**src/rtl/game_state_if.sv**
```systemverilog
// rtl/game_state_if.sv - game scorer interface with controller and scorer views
//
// Purpose : bundles the game controls and results between the controller and
//           the game_state scorer. Clock and reset stay plain module ports.
// Signals : control[1:0]  counter mode (00 +1, 01 +2, 10 -1, 11 -2)
//           INIT          load i_value into the counter, clear the score
//           i_value       counter load value, COUNTER_SIZE bits
//           who[1:0]      00 none, 01 loser reached 15, 10 winner reached 15
//           los / win     registered loss / win flags
//           gameover      one-cycle end-of-game pulse
//           wins_o/losses_o  tally mirrors, only with GAME_STATE_SCORE_PORTS_EN
// Modports: master (controller side), dut / slave (scorer side).
interface game_state_if #(
   parameter int COUNTER_SIZE = 4
);
   logic [1:0]              control;
   logic                    INIT;
   logic [COUNTER_SIZE-1:0] i_value;
   logic [1:0]              who;
   logic                    los;
   logic                    win;
   logic                    gameover;
`ifdef GAME_STATE_SCORE_PORTS_EN
   logic [3:0]              wins_o;
   logic [3:0]              losses_o;
`endif

   modport master (
      output control, INIT, i_value,
`ifdef GAME_STATE_SCORE_PORTS_EN
      input  wins_o, losses_o,
`endif
      input  who, los, win, gameover
   );

   modport dut (
      input  control, INIT, i_value,
`ifdef GAME_STATE_SCORE_PORTS_EN
      output wins_o, losses_o,
`endif
      output who, los, win, gameover
   );

   modport slave (
      input  control, INIT, i_value,
`ifdef GAME_STATE_SCORE_PORTS_EN
      output wins_o, losses_o,
`endif
      output who, los, win, gameover
   );
endinterface

```
**src/rtl/game_state.sv**
```systemverilog
// rtl/game_state.sv - two-outcome game scorer around a multi-mode up/down counter
//
// Purpose : classifies the counter every cycle as win (all-ones), loss (zero)
//           or neutral, tallies wins and losses, and reports the winner with
//           a one-cycle gameover pulse when a tally reaches 15, then restarts.
// Ports   : clk   rising-edge clock
//           reset synchronous, active-low
//           g     game_state_if.dut (control, INIT, i_value in;
//                 who, los, win, gameover out)
// Option  : GAME_STATE_SCORE_PORTS_EN adds wins_o/losses_o tally mirrors.
module game_state #(
   parameter int COUNTER_SIZE = 4
) (
   input  logic        clk,
   input  logic        reset,
   game_state_if.dut   g
);
   localparam logic [COUNTER_SIZE-1:0] C_ALL_ONES = '1;
   localparam logic [COUNTER_SIZE-1:0] C_ONE      = COUNTER_SIZE'(1);
   localparam logic [COUNTER_SIZE-1:0] C_TWO      = COUNTER_SIZE'(2);

   logic [COUNTER_SIZE-1:0] r_count;
   logic [COUNTER_SIZE-1:0] w_step;
   logic [3:0]              r_wins;
   logic [3:0]              r_losses;
   logic [3:0]              w_wins_nxt;
   logic [3:0]              w_losses_nxt;
   logic [1:0]              r_who;
   logic                    r_win;
   logic                    r_los;
   logic                    r_gameover;
   logic                    w_start_over;
   logic                    w_is_win;
   logic                    w_is_loss;

   // gameover feeds back into the restart, so it and who last one cycle.
   assign w_start_over = !reset || r_gameover;

   // Down-steps are added as two's-complement so wrap-around is natural.
   always_comb begin
      w_step = C_ONE;
      case (g.control)
         2'b00:   w_step = C_ONE;
         2'b01:   w_step = C_TWO;
         2'b10:   w_step = C_ALL_ONES;
         default: w_step = ~C_ONE;
      endcase
   end

   // Classification uses the pre-step count sampled at this edge.
   assign w_is_win     = (r_count == C_ALL_ONES);
   assign w_is_loss    = (r_count == '0);
   assign w_wins_nxt   = r_wins + {3'b000, w_is_win};
   assign w_losses_nxt = r_losses + {3'b000, w_is_loss};

   always_ff @(posedge clk) begin
      if (w_start_over) begin
         r_count <= '0;
      end else if (g.INIT) begin
         r_count <= g.i_value;
      end else begin
         r_count <= r_count + w_step;
      end
   end

   always_ff @(posedge clk) begin
      if (w_start_over || g.INIT) begin
         r_who      <= 2'b00;
         r_win      <= 1'b0;
         r_los      <= 1'b0;
         r_gameover <= 1'b0;
         r_wins     <= 4'd0;
         r_losses   <= 4'd0;
      end else begin
         r_win      <= w_is_win;
         r_los      <= w_is_loss;
         r_wins     <= w_wins_nxt;
         r_losses   <= w_losses_nxt;
         r_gameover <= (w_wins_nxt == 4'd15) || (w_losses_nxt == 4'd15);
         // A winner outranks a simultaneous loser; otherwise who holds.
         if (w_wins_nxt == 4'd15) begin
            r_who <= 2'b10;
         end else if (w_losses_nxt == 4'd15) begin
            r_who <= 2'b01;
         end
      end
   end

   assign g.who      = r_who;
   assign g.win      = r_win;
   assign g.los      = r_los;
   assign g.gameover = r_gameover;
`ifdef GAME_STATE_SCORE_PORTS_EN
   assign g.wins_o   = r_wins;
   assign g.losses_o = r_losses;
`endif
endmodule

```
**src/flat_wrapper.sv**
```systemverilog
// flat-port wrapper written by rule: the top's interface ports become plain ports
module game_state_flat 
#(
   parameter int COUNTER_SIZE = 4
)
  (clk, reset, g_control, g_INIT, g_i_value, g_who, g_los, g_win, g_gameover);
  game_state_if #(.COUNTER_SIZE(COUNTER_SIZE)) g_i ();
  input  logic clk;
  input  logic reset;
  input wire logic [$bits(g_i.control)-1:0] g_control;
  input wire logic [$bits(g_i.INIT)-1:0] g_INIT;
  input wire logic [$bits(g_i.i_value)-1:0] g_i_value;
  output wire logic [$bits(g_i.who)-1:0] g_who;
  output wire logic [$bits(g_i.los)-1:0] g_los;
  output wire logic [$bits(g_i.win)-1:0] g_win;
  output wire logic [$bits(g_i.gameover)-1:0] g_gameover;
  assign g_i.control = g_control;
  assign g_i.INIT = g_INIT;
  assign g_i.i_value = g_i_value;
  assign g_who = g_i.who;
  assign g_los = g_i.los;
  assign g_win = g_i.win;
  assign g_gameover = g_i.gameover;
  game_state #(.COUNTER_SIZE(COUNTER_SIZE)) u_core (.clk(clk), .reset(reset), .g(g_i));
endmodule
```
**config.mk**
```make
export PLATFORM = sky130hd
export DESIGN_NAME = game_state_flat
export DESIGN_NICKNAME = d
export VERILOG_FILES = /design/src/rtl/game_state_if.sv /design/src/rtl/game_state.sv /design/src/flat_wrapper.sv
export SDC_FILE = /design/constraint.sdc
export NUM_CORES = 1
export LEC_CHECK = 0
export ABC_CLOCK_PERIOD_IN_PS = 2200
export CORE_AREA = 2 2 45 47
export DETAILED_ROUTE_END_ITERATION = 12
export DIE_AREA = 0 0 47 49
export GPL_TIMING_DRIVEN = 0
export HOLD_SLACK_MARGIN = 0.08
export PLACE_DENSITY = 0.77
export RECOVER_POWER = 100
export SYNTH_ARGS = -nofsm -noshare
export SYNTH_HDL_FRONTEND = slang
export SYNTH_SLANG_ARGS = --single-unit
```
**constraint.sdc**
```tcl
create_clock -name clk -period 2.2 [get_ports clk]
set_clock_uncertainty 0.2 [all_clocks]
set_input_delay 0.55 -clock clk [delete_from_list [all_inputs] [get_ports clk]]
set_output_delay 0.55 -clock clk [all_outputs]
set_load 0.005 [all_outputs]
```
Yosys cells after proc, flatten, opt, wreduce, memory -nomap -nowiden --
Cells that the tools add are included.
Word-level totals: output and inout port bits 5, bits of input ports 9, bits in registers 17, word-level logic and storage cells 28
Cells by class: reduce and logical (&&, ||, !) cells 8, multiplexer cells 4, add/sub/neg operators 3, eq/ne operators 5
Operator list (count):
- equality test 4 bit, second input constant | 3
- one-hot mux 4 bit (3 select lines) | 1
- adder 4 x 1 -> 4 bit | 2
- adder 4 bit | 1
- logical NOT 4 bit | 1
- 2-to-1 mux 2 bit | 2
- 2-to-1 mux 4 bit | 1
- logical OR 1 bit | 3
- equality test 2 x 1 -> 1 bit, second input constant | 1
- equality test 2 bit, second input constant | 1
- logical NOT 2 bit | 1
- nonzero test 2 bit | 1
- OR reduction 2 bit | 1
- logical NOT 1 bit | 1

Longest topological paths before layout --
Gate-level depths: netlist (run 1).
word-level depth 5, mapped depth 7, gate-level depth less buffers 7

Worst setup path after synthesis (run 1) --
Ideal clock, no wire load.
path kind input to register, from input port g_control[0], to register u_core.r_count[3], data required time 1.885 ns, cell stages on the path 6, arrival time 1.666 ns, buffers on the path 0, path slack 0.219 ns, library setup time 0.115 ns, path through or2_2 ha_1 a21o_1 a21oi_1 xnor2_1 o21a_1
On the way: word-level cells in the longest chain between the ends 4, elaborated cells between the ends (all ways) 6, classes of those cells 1 x add/sub; 2 x eq/ne; 2 x mux; 1 x reduce/logical
Ends and longest elaborated chain:
- from (decl) | line flat_wrapper.sv:10 | input wire logic [$bits(g_i.control)-1:0] g_control;
- equality test 2 bit, or another cell as far along | line game_state.sv:42 | case (g.control)
- one-hot mux 4 bit (3 select lines) (*) | line game_state.sv:42
- adder 4 bit (*) | line game_state.sv:62 | r_count <= r_count + w_step;
- 2-to-1 mux 4 bit (*) | line game_state.sv:59 | end else if (g.INIT) begin
- to (signal assigned) | line game_state.sv:60 | r_count <= g.i_value;
- to (signal assigned) | line game_state.sv:62
- to (decl) | line game_state.sv:22 | logic [COUNTER_SIZE-1:0] r_count;
Every way passes the cells marked *; elsewhere a longest branch is shown, timed or not. A chain may end at the register's enable or synchronous reset.

Final worst setup path (run 1) --
from input port g_control[1], to register u_core.r_count[3]
The elaborated chain is that of the path after synthesis.

==> results.toml, run 1 <==
[place]
gp_congestion = 0.719
post_dp_cell_area_um2 = 1000
dp_hpwl_um = 1090
port_buffers = 12

[outcome]
outcome = "completed"

[critical_path]
r2r.worst_path.cells = 6
cp_max_fo = 3
worst-path-buf-inv = 1
slowest_delay_ns = 0.45
cp_top_family = "compound AO/OA/AOI/OAI gates"
required_ns = 2.20
worstPathArrival_ns = 2.08
crit_type = "in2reg"
crit_chain = "clkdlybuf4s50_1 -> or2_4 -> ha_1 -> a21o_1 -> a21oi_2 -> xnor2_1 -> o21a_1"
startpoint_type = "input port"
endpoint_kind = "register"
crit_cells = 7
cp_slowest_cell = "clkdlybuf4s50_1"

[synth]
syn_area_um2 = 850
synth_nets = 102
seq_area_frac_synth_pct = 40.1
synth.distinct_cells = 33
synth.avg_cell_area_um2 = 9.99
yosysWarnings = 0
synth_cells = 85
ys_ff_latch = 17

[floorplan]
num_rows = 16
core_area_um2 = 1840
ios = 14
die_h_um = 49
dieArea_um2 = 2300
start_util_pct = 46.1
die_w_um = 47

[global_routing]
grt_usage_pct = 14.8
grt_pass1_wl_um = 2480
gr-total-overflow = 0
grt_max_degree = 11
antenna_found_initial = 0
grt_pass1_vias = 617

[sta]
maxSlewHeadroom_pct = 71.0
fin_crit_sh_pct = 94.4
rsz0062_at_grt = "no"
hold_viol = 0
worst_pin_slew_ns = 0.433
slew_violations = 0
max_freq_ghz = 0.481
period_needed_ns = 2.08
setup_viol = 0

[worst_hold_path]
hold_path_class = "reg2reg"
worstHoldPathCells = 2

[power]
peakVddDrop_mv = 0.367
power_frac_comb_pct = 14.7
internal-power_uw = 434
power_frac_clock_pct = 28.6
power.switching_uw = 145
powerDensity_nw_per_um2 = 558
p_leak_uw = 0.000465
p_sw_share_pct = 25.0
sequentialPowerShare_pct = 56.8
finalPower_uw = 579

[drt]
first_iter_violations = 7
vias = 617
ant_nets = 0
drt_wl_total_um = 1370
wl_per_cell_um = 10.7
via_per_inst = 4.82
dr.pass1.iters = 2
drcViolationCount = 0

[clock_network]
clkTransAtPathRegs_ns = 0.10
cts_resized = 0
cts_tree = "built"
htreeDepth = 1
cts-buffers-inserted = 3
postCtsHoldBufs = 0
cts_root_buf = "clkbuf_4"
post_cts_buffers = 0
cts_buffer_depth = 2
cts.sinks = 17
clock_latency_ns = 0.29

[layout]
nFillCells = 171
area_growth_syn_to_layout_pct = 22.2
regArea_um2 = 340
multi_input_area_um2 = 483
antenna_cells = 0
fin_area_um2 = 1040
drive_above_1_share_pct = 14.9
finalNetCount = 119

[run]
cap_violations = 0
cells by family after synthesis:
kind of cell,Yosys count,share of synthesized area (%)
adders and majority gates,8,12.7
buffers and inverters,6,3.98
AOI/OAI and AO/OA,14,11.8
muxes,2,2.36
and+or+nand+nor,33,24.0
xor gates and xnor gates,5,5.16
DFF,17,40.1
worst register-to-register path, cell delays in order, from the launching register on:
cell and delay, ns:
dfxtp_1 0.38, nor4_2 0.33, ha_2 0.29, ha_1 0.21, nand3b_1 0.12, a221oi_2 0.27
o22ai_1 0.12
placed cells by master (no fill, tap or decap), types with 2 or more instances in the layout:
master and n:
dfxtp_1 17, nor2_1 8, ha_1 6, clkdlybuf4s50_1 6, dlygate4sd3_1 6, a21oi_1 5, and2_0 4, nand2_1 4
inv_1 3, nand2b_1 3, xnor2_1 3, clkbuf_4 3, and2_1 2, mux2i_1 2, nand3b_1 2, nand3_1 2
a21oi_2 2, xor2_1 2
worst paths after layout:
check | slack [ns] | start | endpoint
hold / removal | 0.28 | u_core.g.who[1] | u_core.g.who[1]
setup reg to reg | 0.17 | u_core.r_count[1] | u_core.g.who[1]
setup / recovery | 0.12 | g_control[1] | u_core.r_count[3]
hold reg to reg | 0.28 | u_core.g.who[1] | u_core.g.who[1]
registers in the layout (all words and copies together) (netlist names):
register           cells
u_core.g.win           1
u_core.g.who           2
u_core.r_losses        4
u_core.r_wins          4
u_core.g.los           1
u_core.r_count         4
u_core.g.gameover      1
synth_stat cells:
| library cell | number | area share [%] |
|---|---|---|
| nand3b_1 | 2 | 1.8 |
| nor4_1 | 1 | 0.74 |
| a21oi_2 | 1 | 1.0 |
| nor2_1 | 8 | 3.5 |
| nand3b_4 | 1 | 2.4 |
| o21a_1 | 1 | 0.88 |
| a21o_1 | 1 | 0.88 |
| o211a_1 | 1 | 1.2 |
| inv_1 | 3 | 1.3 |
| a221o_1 | 1 | 1.2 |
| or2_2 | 2 | 1.5 |
| dfxtp_1 | 17 | 40 |
| nand2_1 | 4 | 1.8 |
| xor2_1 | 2 | 2.1 |
| xnor2_1 | 3 | 3.1 |
| fa_1 | 1 | 2.4 |
| nand2b_4 | 1 | 1.6 |
| mux2i_1 | 2 | 2.4 |
| buf_6 | 1 | 1.3 |
| nand4_1 | 1 | 0.74 |
| and4_1 | 1 | 1.0 |
| nand3_1 | 2 | 1.2 |
| o21ai_0 | 1 | 0.59 |
| a221oi_2 | 1 | 1.8 |
| buf_4 | 1 | 0.88 |
| o22ai_1 | 1 | 0.74 |
| ha_1 | 7 | 10 |
| nand2b_1 | 2 | 1.5 |
| or2_0 | 1 | 0.74 |
| a21oi_1 | 6 | 3.5 |
| clkbuf_1 | 1 | 0.44 |
| and2_1 | 6 | 4.4 |
| nand3_2 | 1 | 1.2 |
power by group through the flow:
| stage | Combinational, uW | Sequential, uW | Clock [uW] |
|---|---|---|---|
| 2_1_floorplan | 57.1 | 332 | 0 |
| 6_report | 84.8 | 329 | 165 |
| 3_3_place_gp | 81.3 | 334 | 0 |
| 4_1_cts | 84.2 | 328 | 173 |
| 3_5_place_dp | 83.5 | 335 | 0 |
| 5_1_grt | 95.9 | 331 | 190 |
stage by stage:
stage          util, %  TNS, ns  hold WS, ns  cells  setup WS [ns]
6_report          56.4        0        0.281    128          0.122
5_1_grt           56.4        0        0.290    128         0.0226
4_1_cts           56.0        0        0.287    128         0.0205
3_5_place_dp      54.5   -0.607        0.255    124         -0.306
3_3_place_gp      54.5   -0.579        0.246    124         -0.284
2_1_floorplan        -        0        0.252     85          0.219
layer usage:
| layer | up-vias | wire, um | part of all wire (%) | track usage [%] |
|---|---|---|---|---|
| li1 | 326 | - | - | - |
| met1 | 280 | 599 | 44 | 17.6 |
| met2 | 7 | 691 | 50 | 24.2 |
| met4 | 0 | 26 | 1.9 | 5.56 |
| met3 | 4 | 51 | 3.7 | 4.44 |
| met5 | - | 0 | 0 | 0 |
final cells by class:
class,instances,area share [%]
Buffer,3,2.17
Sequential cell,17,32.8
Timing Repair Buffer,12,11.6
Multi-Input combinational cell,62,46.5
Inverter,3,1.08
Tap cell,27,3.25
Clock inverter,1,0.482
Clock buffer,3,2.17
Note: power is estimated with default switching activity, not from simulation.
==> inputs of run 2 (changes only) <==
--- a/config.mk
+++ b/config.mk
@@ -12,7 +12,8 @@
 export GPL_TIMING_DRIVEN = 0
 export HOLD_SLACK_MARGIN = 0.08
 export PLACE_DENSITY = 0.77
-export RECOVER_POWER = 100
+export RECOVER_POWER = 25
+export SKIP_CTS_REPAIR_TIMING = 1
 export SYNTH_ARGS = -nofsm -noshare
 export SYNTH_HDL_FRONTEND = slang
 export SYNTH_SLANG_ARGS = --single-unit
==> results.toml, run 2 (same netlist as run 1, synthesis figures left out) <==
[drt]
dr.pass1.iters = 2
first_iter_violations = 7
drcViolationCount = 0
vias = 618
wl_per_cell_um = 10.7
ant_nets = 0
via_per_inst = 4.83
drt_wl_total_um = 1370

[place]
port_buffers = 12
dp.cells = 124
post_dp_cell_area_um2 = 1000
gp_congestion = 0.719
dp_hpwl_um = 1090

[layout]
largestRegisters = "u_core.r_count: 4 flops, u_core.r_losses: 4 flops, u_core.r_wins: 4 flops"
fin_util_pct = 56.4
area_growth_syn_to_layout_pct = 22.2
fin_area_um2 = 1040
layout_commonest_cell = "dfxtp_1"
antenna_cells = 0
layoutNonFillerInstCount = 128
final_cell_mix = "dfxtp_1 (17), clkdlybuf4s50_1 (11), nor2_1 (8), ha_1 (6)"
finalNetCount = 119
drive_above_1_share_pct = 14.9

[worst_hold_path]
worstHoldPathCells = 2
min_to = "u_core.g.who[1]"
hold_start = "u_core.g.who[1]"
hold_path_class = "reg2reg"

[global_routing]
grt_pass1_vias = 617
grt_max_degree = 11
antenna_found_initial = 0
busiest_layer = "met2"
grt_pass1_wl_um = 2480
grt_usage_pct = 14.8
gr-total-overflow = 0
met1_usage_pct = 17.6
met3_usage_pct = 4.44
grt_util_met2_pct = 24.2

[sta]
setup_viol = 0
timing.setup.tns_ns = 0
worst_pin_slew_ns = 0.422
fin_crit_sh_pct = 94.4
rsz0062_at_grt = "no"
period_needed_ns = 2.08
maxSlewHeadroom_pct = 71.7
slew_violations = 0
max_freq_ghz = 0.481
hold_viol = 0

[clock_network]
clkTransAtPathRegs_ns = 0.10
cts_tree = "built"
cts_root_buf = "clkbuf_4"
cts.sinks = 17
htreeDepth = 1
cts_buffer_depth = 2
clock_latency_ns = 0.29
cts-buffers-inserted = 3

[floorplan]
ios = 14
start_util_pct = 46.1
core_area_um2 = 1840
num_rows = 16
die_w_um = 47
dieArea_um2 = 2300
die_h_um = 49

[critical_path]
r2r-start = "u_core.r_count[1]"
endpoint_kind = "register"
r2r.worst_path.cells = 6
r2r-end = "u_core.g.who[1]"
worstPathArrival_ns = 2.08
crit_type = "in2reg"
cp_max_fo = 3
rrSetupSlack_ns = 0.17
startpoint_type = "input port"
required_ns = 2.20

[outcome]
outcome = "completed"

[power]
peakVddDrop_mv = 0.368
finalPower_uw = 580
p_leak_uw = 0.000450
powerDensity_nw_per_um2 = 558

[run]
cap_violations = 0
==> run 2: changes by cell type in the layout (fill, tap and decap cells not counted), sizes merged <==
cell | before | now
dlygate4sd3 | 6 | 1
clkdlybuf4s50 | 6 | 11
==> run 2: critical path: stages <==
cell	delay, ns
clkdlybuf4s50_1	0.45
or2_4	0.26
ha_1	0.27
a21o_1	0.17
a21oi_2	0.15
xnor2_1	0.09
o21a_1	0.16
==> run 2: area by class of cell <==
| type | count | area [um^2] |
|---|---|---|
| repair buffers | 12 | 120 |
| clock inverters | 1 | 5.00 |
| flip-flops and latches | 17 | 340 |
| well taps | 27 | 33.8 |
| clock buffers | 3 | 22.5 |
| multi-input cells | 62 | 483 |
| inverters | 3 | 11.3 |
| plain buffers | 3 | 22.5 |
| fillers | 171 | 803 |
==> run 2: how the worst max path moves through the flow <==
stage	startpoint	endpoint	slack, ns	cells past startpoint
after floorplan	g_control[0]	u_core.r_count[3]	0.22	6
after global placement	g_control[1]	u_core.r_count[3]	-0.28	7
after detailed placement	g_control[1]	u_core.r_count[3]	-0.31	7
after CTS	g_control[1]	u_core.r_count[3]	0.02	7
after global routing	u_core.r_count[1]	u_core.g.who[1]	0.02	6
final	g_control[1]	u_core.r_count[3]	0.12	7
==> run 2: metal layers <==
layer / vias up / routed length, um / share of wire [%]
met1: 281 / 598 / 44
met4: 0 / 26 / 1.9
met5: - / 0 / 0
met2: 7 / 692 / 51
met3: 4 / 51 / 3.7
li1: 326 / - / -
==> run 2: stage by stage <==
| step | setup slack [ns] | hold WS, ns |
|---|---|---|
| after global routing | 0.0250 | 0.290 |
| final | 0.122 | 0.285 |
| after CTS | 0.0205 | 0.287 |
| after floorplan | 0.219 | 0.252 |
| after global placement | -0.284 | 0.246 |
| after detailed placement | -0.306 | 0.255 |
==> run 2: where the power goes <==
part           internal (uW)  switching, uW  leakage [uW]
Sequential               318           10.4      0.000138
Clock                   67.6           97.8     0.0000177
Combinational           48.5           36.7      0.000294
==> inputs of run 3 (changes only) <==
--- a/config.mk
+++ b/config.mk
@@ -6,12 +6,14 @@
 export NUM_CORES = 1
 export LEC_CHECK = 0
 export ABC_CLOCK_PERIOD_IN_PS = 2200
-export CORE_AREA = 2 2 45 47
+export CELL_PAD_IN_SITES_DETAIL_PLACEMENT = 1
+export CELL_PAD_IN_SITES_GLOBAL_PLACEMENT = 1
+export CORE_AREA = 2 2 50 52
 export DETAILED_ROUTE_END_ITERATION = 12
-export DIE_AREA = 0 0 47 49
+export DIE_AREA = 0 0 52 54
 export GPL_TIMING_DRIVEN = 0
 export HOLD_SLACK_MARGIN = 0.08
-export PLACE_DENSITY = 0.77
+export PLACE_DENSITY = 0.79
 export RECOVER_POWER = 25
 export SKIP_CTS_REPAIR_TIMING = 1
 export SYNTH_ARGS = -nofsm -noshare
==> results.toml, run 3 (same netlist as run 1, synthesis figures left out) <==
[outcome]
outcome = "completed"

[drt]
met3_wirelength_um = 34
vias = 653
met1Wirelength_um = 708
met2_length_um = 883
first_iter_violations = 3
dr.pass1.iters = 2
wl_per_cell_um = 12.7
ant_nets = 0
drcViolationCount = 0
drt_wl_total_um = 1670
via_per_inst = 4.98
top_layer = "met4"

[run]
cap_violations = 0

[floorplan]
start_util_pct = 36.6
dieArea_um2 = 2810
core_area_um2 = 2320
ios = 14
num_rows = 18
die_h_um = 54
die_w_um = 52

[place]
gp_congestion = 0.695
dp_hpwl_um = 1330
port_buffers = 12
dp.cells = 127

[sta]
worst_pin_slew_ns = 0.474
hold_viol = 0
setup_viol = 0
rsz0062_at_grt = "no"
period_needed_ns = 2.12
hold_ws_ns = 0.271
fin_crit_sh_pct = 96.4
max_freq_ghz = 0.472
maxSlewHeadroom_pct = 68.3
slew_violations = 0
timing.setup.tns_ns = 0

[clock_network]
clock_latency_ns = 0.29
cts_root_buf = "clkbuf_4"
cts.sinks = 17
cts-buffers-inserted = 3
clkTransAtPathRegs_ns = 0.09
htreeDepth = 1
cts_buffer_depth = 2
cts_tree = "built"

[layout]
largestRegisters = "u_core.r_count: 4 flops, u_core.r_losses: 4 flops, u_core.r_wins: 4 flops"
antenna_cells = 0
final_cell_mix = "dfxtp_1 (16), clkdlybuf4s50_1 (11), nor2_1 (8), and2_1 (6), ha_1 (6)"
drive_above_1_share_pct = 16.8
layout_commonest_cell = "dfxtp_1"
layoutNonFillerInstCount = 131
area_growth_syn_to_layout_pct = 23.9
finalNetCount = 119

[critical_path]
startpoint_type = "input port"
worstPathArrival_ns = 2.11
r2r-start = "u_core.r_count[0]"
cp_max_fo = 3
r2r.worst_path.cells = 6
required_ns = 2.19
crit_type = "in2reg"
endpoint_kind = "register"
crit_start = "g_control[1]"

[power]
peakVddDrop_mv = 0.269
p_leak_uw = 0.000453
powerDensity_nw_per_um2 = 562

[global_routing]
grt_pass1_wl_um = 2690
gr-total-overflow = 0
grt_max_degree = 10
grt_pass1_vias = 626
antenna_found_initial = 0
grt_usage_pct = 13.3

[worst_hold_path]
hold_start = "u_core.g.who[1]"
worstHoldPathCells = 2
hold_path_class = "reg2reg"
[run 3: cell types whose count changed in the layout (fill, tap and decap cells not counted), sizes merged]
cell    delta
clkinv     -1
clkbuf     +1
[run 3: cell type report]
class	count	area (um^2)
buffer	3	22.5
clock buffer	4	26.3
fill	271	1270
inverter	3	11.3
multi-input combinational	62	493
sequential	17	342
tap	30	37.5
timing repair buffer	12	120
[run 3: per-stage QoR]
stage | worst slack [ns] | total power [uW] | instance area (um^2) | util [%]
after detailed placement | -0.320 | 421 | 1010 | 43.4
after global placement | -0.301 | 416 | 1010 | 43.4
after global routing | 0.0107 | 622 | 1050 | 45.4
after CTS | -0.0164 | 589 | 1030 | 44.6
after floorplan | 0.219 | 389 | 850 | -
final | 0.0800 | 591 | 1050 | 45.4
[run 3: final timing paths]
kind / end / slack [ns]
hold / removal: u_core.g.who[1] / 0.27
setup reg to reg: u_core.g.who[1] / 0.17
hold reg to reg: u_core.g.who[1] / 0.27
setup / recovery: u_core.r_count[3] / 0.08
[run 3: power breakdown]
part | internal (uW) | leakage, uW | switching, uW
Clock | 70.5 | 0.0000150 | 96.1
Sequential | 319 | 0.000138 | 10.6
Combinational | 53.4 | 0.000299 | 41.8
[run 3: worst max-delay path, stage by stage]
cell	delay, ns
clkdlybuf4s50_1	0.46
or2_4	0.26
ha_1	0.27
a21o_1	0.17
a21oi_2	0.15
xnor2_1	0.09
o21a_1	0.16
[run 3: per-layer routing]
layer / up-vias / track usage [%]
met2: 11 / 25.5
met3: 4 / 1.67
li1: 325 / -
met4: 0 / 5.26
met5: - / 0
met1: 313 / 14.8
